--- src/rtl/mem_arbiter.sv ---
// Block-transfer arbiter sharing one word-addressed memory between the L1 I-cache and D-cache.
// Round-robin grant, fixed first-word latency, then one block word per cycle.
module mem_arbiter #(
  parameter int BLOCK_WORDS = 4,
  parameter int MEM_LATENCY = 3,
  parameter int BEAT_W      = $clog2(BLOCK_WORDS)
) (
  input  logic              clock,
  input  logic              reset,
  input  logic              i_req,
  input  logic [31:0]       i_addr,
  output logic              i_ack,
  input  logic              d_req,
  input  logic              d_we,
  input  logic [31:0]       d_addr,
  input  logic [31:0]       d_wdata,
  output logic              d_ack,
  output logic [BEAT_W-1:0] beat,
  output logic [31:0]       rdata,
  output logic              rvalid_i,
  output logic              rvalid_d,
  output logic              busy,
  output logic              mem_ren,
  output logic              mem_wen,
  output logic [31:0]       mem_addr,
  output logic [31:0]       mem_din,
  input  logic [31:0]       mem_dout,
  output logic [1:0]        state_dbg
);

  localparam logic [1:0] S_IDLE = 2'd0;
  localparam logic [1:0] S_WAIT = 2'd1;
  localparam logic [1:0] S_XFER = 2'd2;
  localparam logic [1:0] S_DONE = 2'd3;

  localparam logic OWN_I = 1'b0;
  localparam logic OWN_D = 1'b1;

  localparam int                CNT_W      = (MEM_LATENCY > 1) ? $clog2(MEM_LATENCY) : 1;
  localparam logic [CNT_W-1:0]  CNT_LOAD   = CNT_W'(MEM_LATENCY - 1);
  localparam logic [BEAT_W-1:0] BEAT_LAST  = BEAT_W'(BLOCK_WORDS - 1);
  localparam logic [31:0]       ALIGN_MASK = ~(32'(BLOCK_WORDS - 1));

  logic [1:0]        state;
  logic              owner;
  logic              we;
  logic [31:0]       base;
  logic [CNT_W-1:0]  cnt;
  logic [BEAT_W-1:0] beat_q;
  logic              last_grant;

  logic grant_d;
  logic grant_any;

  // Handshake: a requester raises *_req and holds it; the arbiter samples
  // requests only in IDLE, and *_ack pulses for exactly one cycle when the
  // whole block has moved. Dropping req after grant does not cancel anything.
  always_comb begin
    grant_d = 1'b0;
    if (i_req && d_req) grant_d = (last_grant == OWN_I);
    else                grant_d = d_req;
  end

  assign grant_any = i_req | d_req;

  always_ff @(posedge clock or negedge reset) begin
    if (!reset) begin
      state      <= S_IDLE;
      owner      <= OWN_I;
      we         <= 1'b0;
      base       <= '0;
      cnt        <= '0;
      beat_q     <= '0;
      last_grant <= OWN_I;
    end else begin
      case (state)
        S_IDLE: begin
          if (grant_any) begin
            state      <= S_WAIT;
            owner      <= grant_d;
            we         <= grant_d & d_we;
            base       <= (grant_d ? d_addr : i_addr) & ALIGN_MASK;
            cnt        <= CNT_LOAD;
            last_grant <= grant_d;
          end
        end
        S_WAIT: begin
          if (cnt == '0) begin
            state  <= S_XFER;
            beat_q <= '0;
          end else begin
            cnt <= cnt - CNT_W'(1);
          end
        end
        S_XFER: begin
          if (beat_q == BEAT_LAST) begin
            state  <= S_DONE;
            beat_q <= '0;
          end else begin
            beat_q <= beat_q + BEAT_W'(1);
          end
        end
        default: state <= S_IDLE;
      endcase
    end
  end

  // Datapath is gated to zero outside XFER so idle cycles present a clean bus.
  always_comb begin
    beat     = '0;
    mem_addr = '0;
    mem_din  = '0;
    rdata    = '0;
    mem_ren  = 1'b0;
    mem_wen  = 1'b0;
    rvalid_i = 1'b0;
    rvalid_d = 1'b0;
    if (state == S_XFER) begin
      beat     = beat_q;
      mem_addr = base + 32'(beat_q);
      if (we) begin
        mem_wen = 1'b1;
        mem_din = d_wdata;
      end else begin
        mem_ren  = 1'b1;
        rdata    = mem_dout;
        rvalid_i = (owner == OWN_I);
        rvalid_d = (owner == OWN_D);
      end
    end
  end

  assign i_ack     = (state == S_DONE) && (owner == OWN_I);
  assign d_ack     = (state == S_DONE) && (owner == OWN_D);
  assign busy      = (state != S_IDLE);
  assign state_dbg = state;

endmodule
--- config.mk ---
export PLATFORM = sky130hd
export DESIGN_NAME = mem_arbiter
export DESIGN_NICKNAME = d
export VERILOG_FILES = /design/src/rtl/mem_arbiter.sv
export SDC_FILE = /design/constraint.sdc
export NUM_CORES = 1
export LEC_CHECK = 0
export CELL_PAD_IN_SITES_DETAIL_PLACEMENT = 1
export CELL_PAD_IN_SITES_GLOBAL_PLACEMENT = 1
export CORE_AREA = 2 2 116 118
export CTS_BUF_LIST = sky130_fd_sc_hd__clkbuf_2
export DETAILED_ROUTE_END_ITERATION = 7
export DIE_AREA = 0 0 118 120
export GPL_TIMING_DRIVEN = 0
export HOLD_SLACK_MARGIN = 0.05
export PLACE_DENSITY_LB_ADDON = 0.15
export SYNTH_ARGS = -nofsm -noshare
export SYNTH_HDL_FRONTEND = slang
export SYNTH_SLANG_ARGS = --single-unit
--- constraint.sdc ---
create_clock -name clock -period 1.9 [get_ports clock]
set_input_delay 0.19 -clock clock [delete_from_list [all_inputs] [get_ports clock]]
set_output_delay 0.19 -clock clock [all_outputs]
set_load 0.02 [all_outputs]
==> metrics.cfg <==
[worst_setup_path]
cp-start-kind = flip-flop
startpoint = state_dbg[1]
arrival_ns = 1.78
cp_max_fo = 9
cp-end-kind = primary output
timing.rr.start = state_dbg[0]
required_ns = 1.71
path_class = reg -> out

[global_routing]
grt_pass1_vias = 3428
grt_pass1_wl_microns = 20200
grt_max_degree = 21
grt.overflow.total = 0
antenna_found_initial = 1
track_usage_pct = 18.2

[timing]
max_freq_mhz = 507
tightest_slew_ns = 0.546
hold_viol = 0
holdWs_ns = 0.256
rsz0062_at_grt = true
final.period_utilization_pct = 104
setup_ws_ns = -0.0711
finalClockSkew_ns = 0.00682
finalSetupViolCount = 47
fin_crit_ns = 1.97
max-slew-margin-rel_pct = 63.6
slew_violations = 0

[cts]
numCtsBuffers = 5
cts_tree = built
insertion_delay_ns = 0.41
h-tree-depth = 2
clock_path_buffers = 2
cts_sinks = 38
clkSlewWorstSetupHoldPaths_ns = 0.22
cts_root_buffer = clkbuf_2

[final_layout]
final-seq-area_sq_um = 953
fin_util_pct = 44.7
nFillCells = 1557
multi_input_area_sq_mm = 0.00169
num_antenna_cells = 0
syn2layout_area_growth_pct = 127
final_layout_size_suffix_gt1_share_pct = 38.9
nets = 726
final_cells = 762

[synth]
async_flop_share_pct = 100
synth-compound-area-share_pct = 16.0
synth_area_leader_cell = dfrtp_1
synth_mux_area_share_pct = 1.67
synth_edf_count = 0
netlist_area_sq_mm = 0.00255
ys_ff_latch = 38
syn_avg_cell_area_sq_um = 7.85
synth_top_family_by_area = simple AND/OR/NAND/NOR gates
synth-simple-area-share_pct = 35.3
synthFlopType = dfrtp_1
synth_xor_area_share_pct = 0
synth_adder_area_share_pct = 3.93
syn-num-nets = 466
yosysMostFrequentCell = and2_1
yosys_warnings = 0
ys_top_cells_by_count = and2_1 (67), a21oi_1 (62), dfrtp_1 (38), and3_1 (32), nand2_1 (32)
synthTopCellsByArea = dfrtp_1 (37%), and2_1 (16%), a21oi_1 (12%), and3_1 (7.9%), nand2_1 (4.7%)
syn_inst = 325
synth_cell_types = 27
synth_top_area_share_pct = 37.3
yosysSeqAreaShare_pct = 37.3

[die]
rows = 42
io_pins = 240
dieArea_sq_mm = 0.0142
initial_core_util_pct = 19.6
dieWidth_microns = 118
die_y_microns = 120
core_sq_mm = 0.0130

[detailed_routing]
wl_met1_microns = 5720
via_count = 3304
wl_met3_microns = 875
top_layer = met5
wl_microns = 13100
drt_iter0_drc = 87
dr.pass1.iters = 4
ant_nets = 0
dr_wl_met2_microns = 6370
route.detailed.wl_per_inst_microns = 17.2
drc_errors = 0
vias_per_cell = 4.34

[run]
cap_violations = 0

[status]
violations = setup timing
run_status = finished, violations left

[power_and_ir_drop]
powerDensity_mw_per_mm2 = 1400
vdd_drop_max_v = 0.000479
cellLeakagePower_nw = 2.66
power_mw = 8.10

[placement]
dp_hpwl_microns = 9960
io_buffers = 235
placed_cells = 737
place.gp.congestion = 0.833
post-place-ws_ns = -0.981

[min_path]
hp-class = in -> async

[path summary, 6_finish.rpt]
kind                                     end  depth (start not counted)  slack [ns]
worst max-delay path             mem_addr[0]                          6       -0.07
worst min-delay path                base[13]                          2        0.26
worst max register to register  state_dbg[1]                          7        0.08
worst min register to register        cnt[1]                          1        0.55
max in group asynchronous       state_dbg[1]                          3        1.15
min in group clock                  base[14]                          3        0.28
[logic make-up after synthesis]
logic type                 after synthesis
AOI/OAI and AO/OA                       73
DFF                                     38
muxes                                    4
buffers and inverters                   34
and+or+nand+nor                        168
adders and majority gates                8
[registers in the layout, indices dropped and copies added, names as in the netlist]
register,count
base,30
beat_q,2
cnt,2
state_dbg,2
last_grant,1
we,1
[cells in the final DEF, fill, tap and decap left out, types with 6 or more instances in the layout]
master	instances
clkdlybuf4s50_1	129
buf_6	84
a21oi_1	62
and2_4	43
dfrtp_1	36
nand2_1	32
nor2_1	31
and2_1	24
buf_4	22
and3_4	17
and3_1	15
buf_2	14
clkbuf_2	11
clkdlybuf4s15_2	8
buf_8	7
inv_1	6
ha_1	6
[critical path: stages (launching register included)]
cell	delay, ns
dfrtp_2	0.49
ha_4	0.21
buf_4	0.15
buf_8	0.12
and2_4	0.16
buf_4	0.12
buf_6	0.12
[layout make-up]
| class | instances | share of cell area, % |
|---|---|---|
| repair buffers | 252 | 44.8 |
| multi-input cells | 254 | 29.2 |
| flip-flops and latches | 38 | 16.4 |
| plain buffers | 27 | 4.53 |
| well taps | 176 | 3.80 |
| inverters | 7 | 0.453 |
| clock buffers | 5 | 0.432 |
| clock inverters | 3 | 0.281 |
[metrics by stage]
stage                     area [sq um]  TNS, ns
after floorplan                   2550        0
after global placement            5120   -75.01
after detailed placement          5140   -62.11
after CTS                         5400    -4.63
after global routing              5800   -11.24
final                             5800    -1.28
[power breakdown]
group	switching, mW	internal (mW)
Sequential	0.260	1.21
Clock	0.308	0.0839
Combinational	2.99	3.25
Total	3.55	4.55
[what timing repair did]
action | CTS | global route
resized for setup | 583 | 129
hold buffers | 1 | 0
buffers inserted | 8 | 4
hold endpoints to repair | 19 | 0
pin swaps | 7 | 10
setup endpoints to repair | 128 | 119
gates cloned | 4 | 0
[metal layers]
metal,vias up,track usage [%]
li1,1586,-
met1,1562,22.8
met2,143,31.3
met3,11,5.42
met4,2,3.16
met5,-,0
Note: power is estimated with default switching activity, not from simulation.
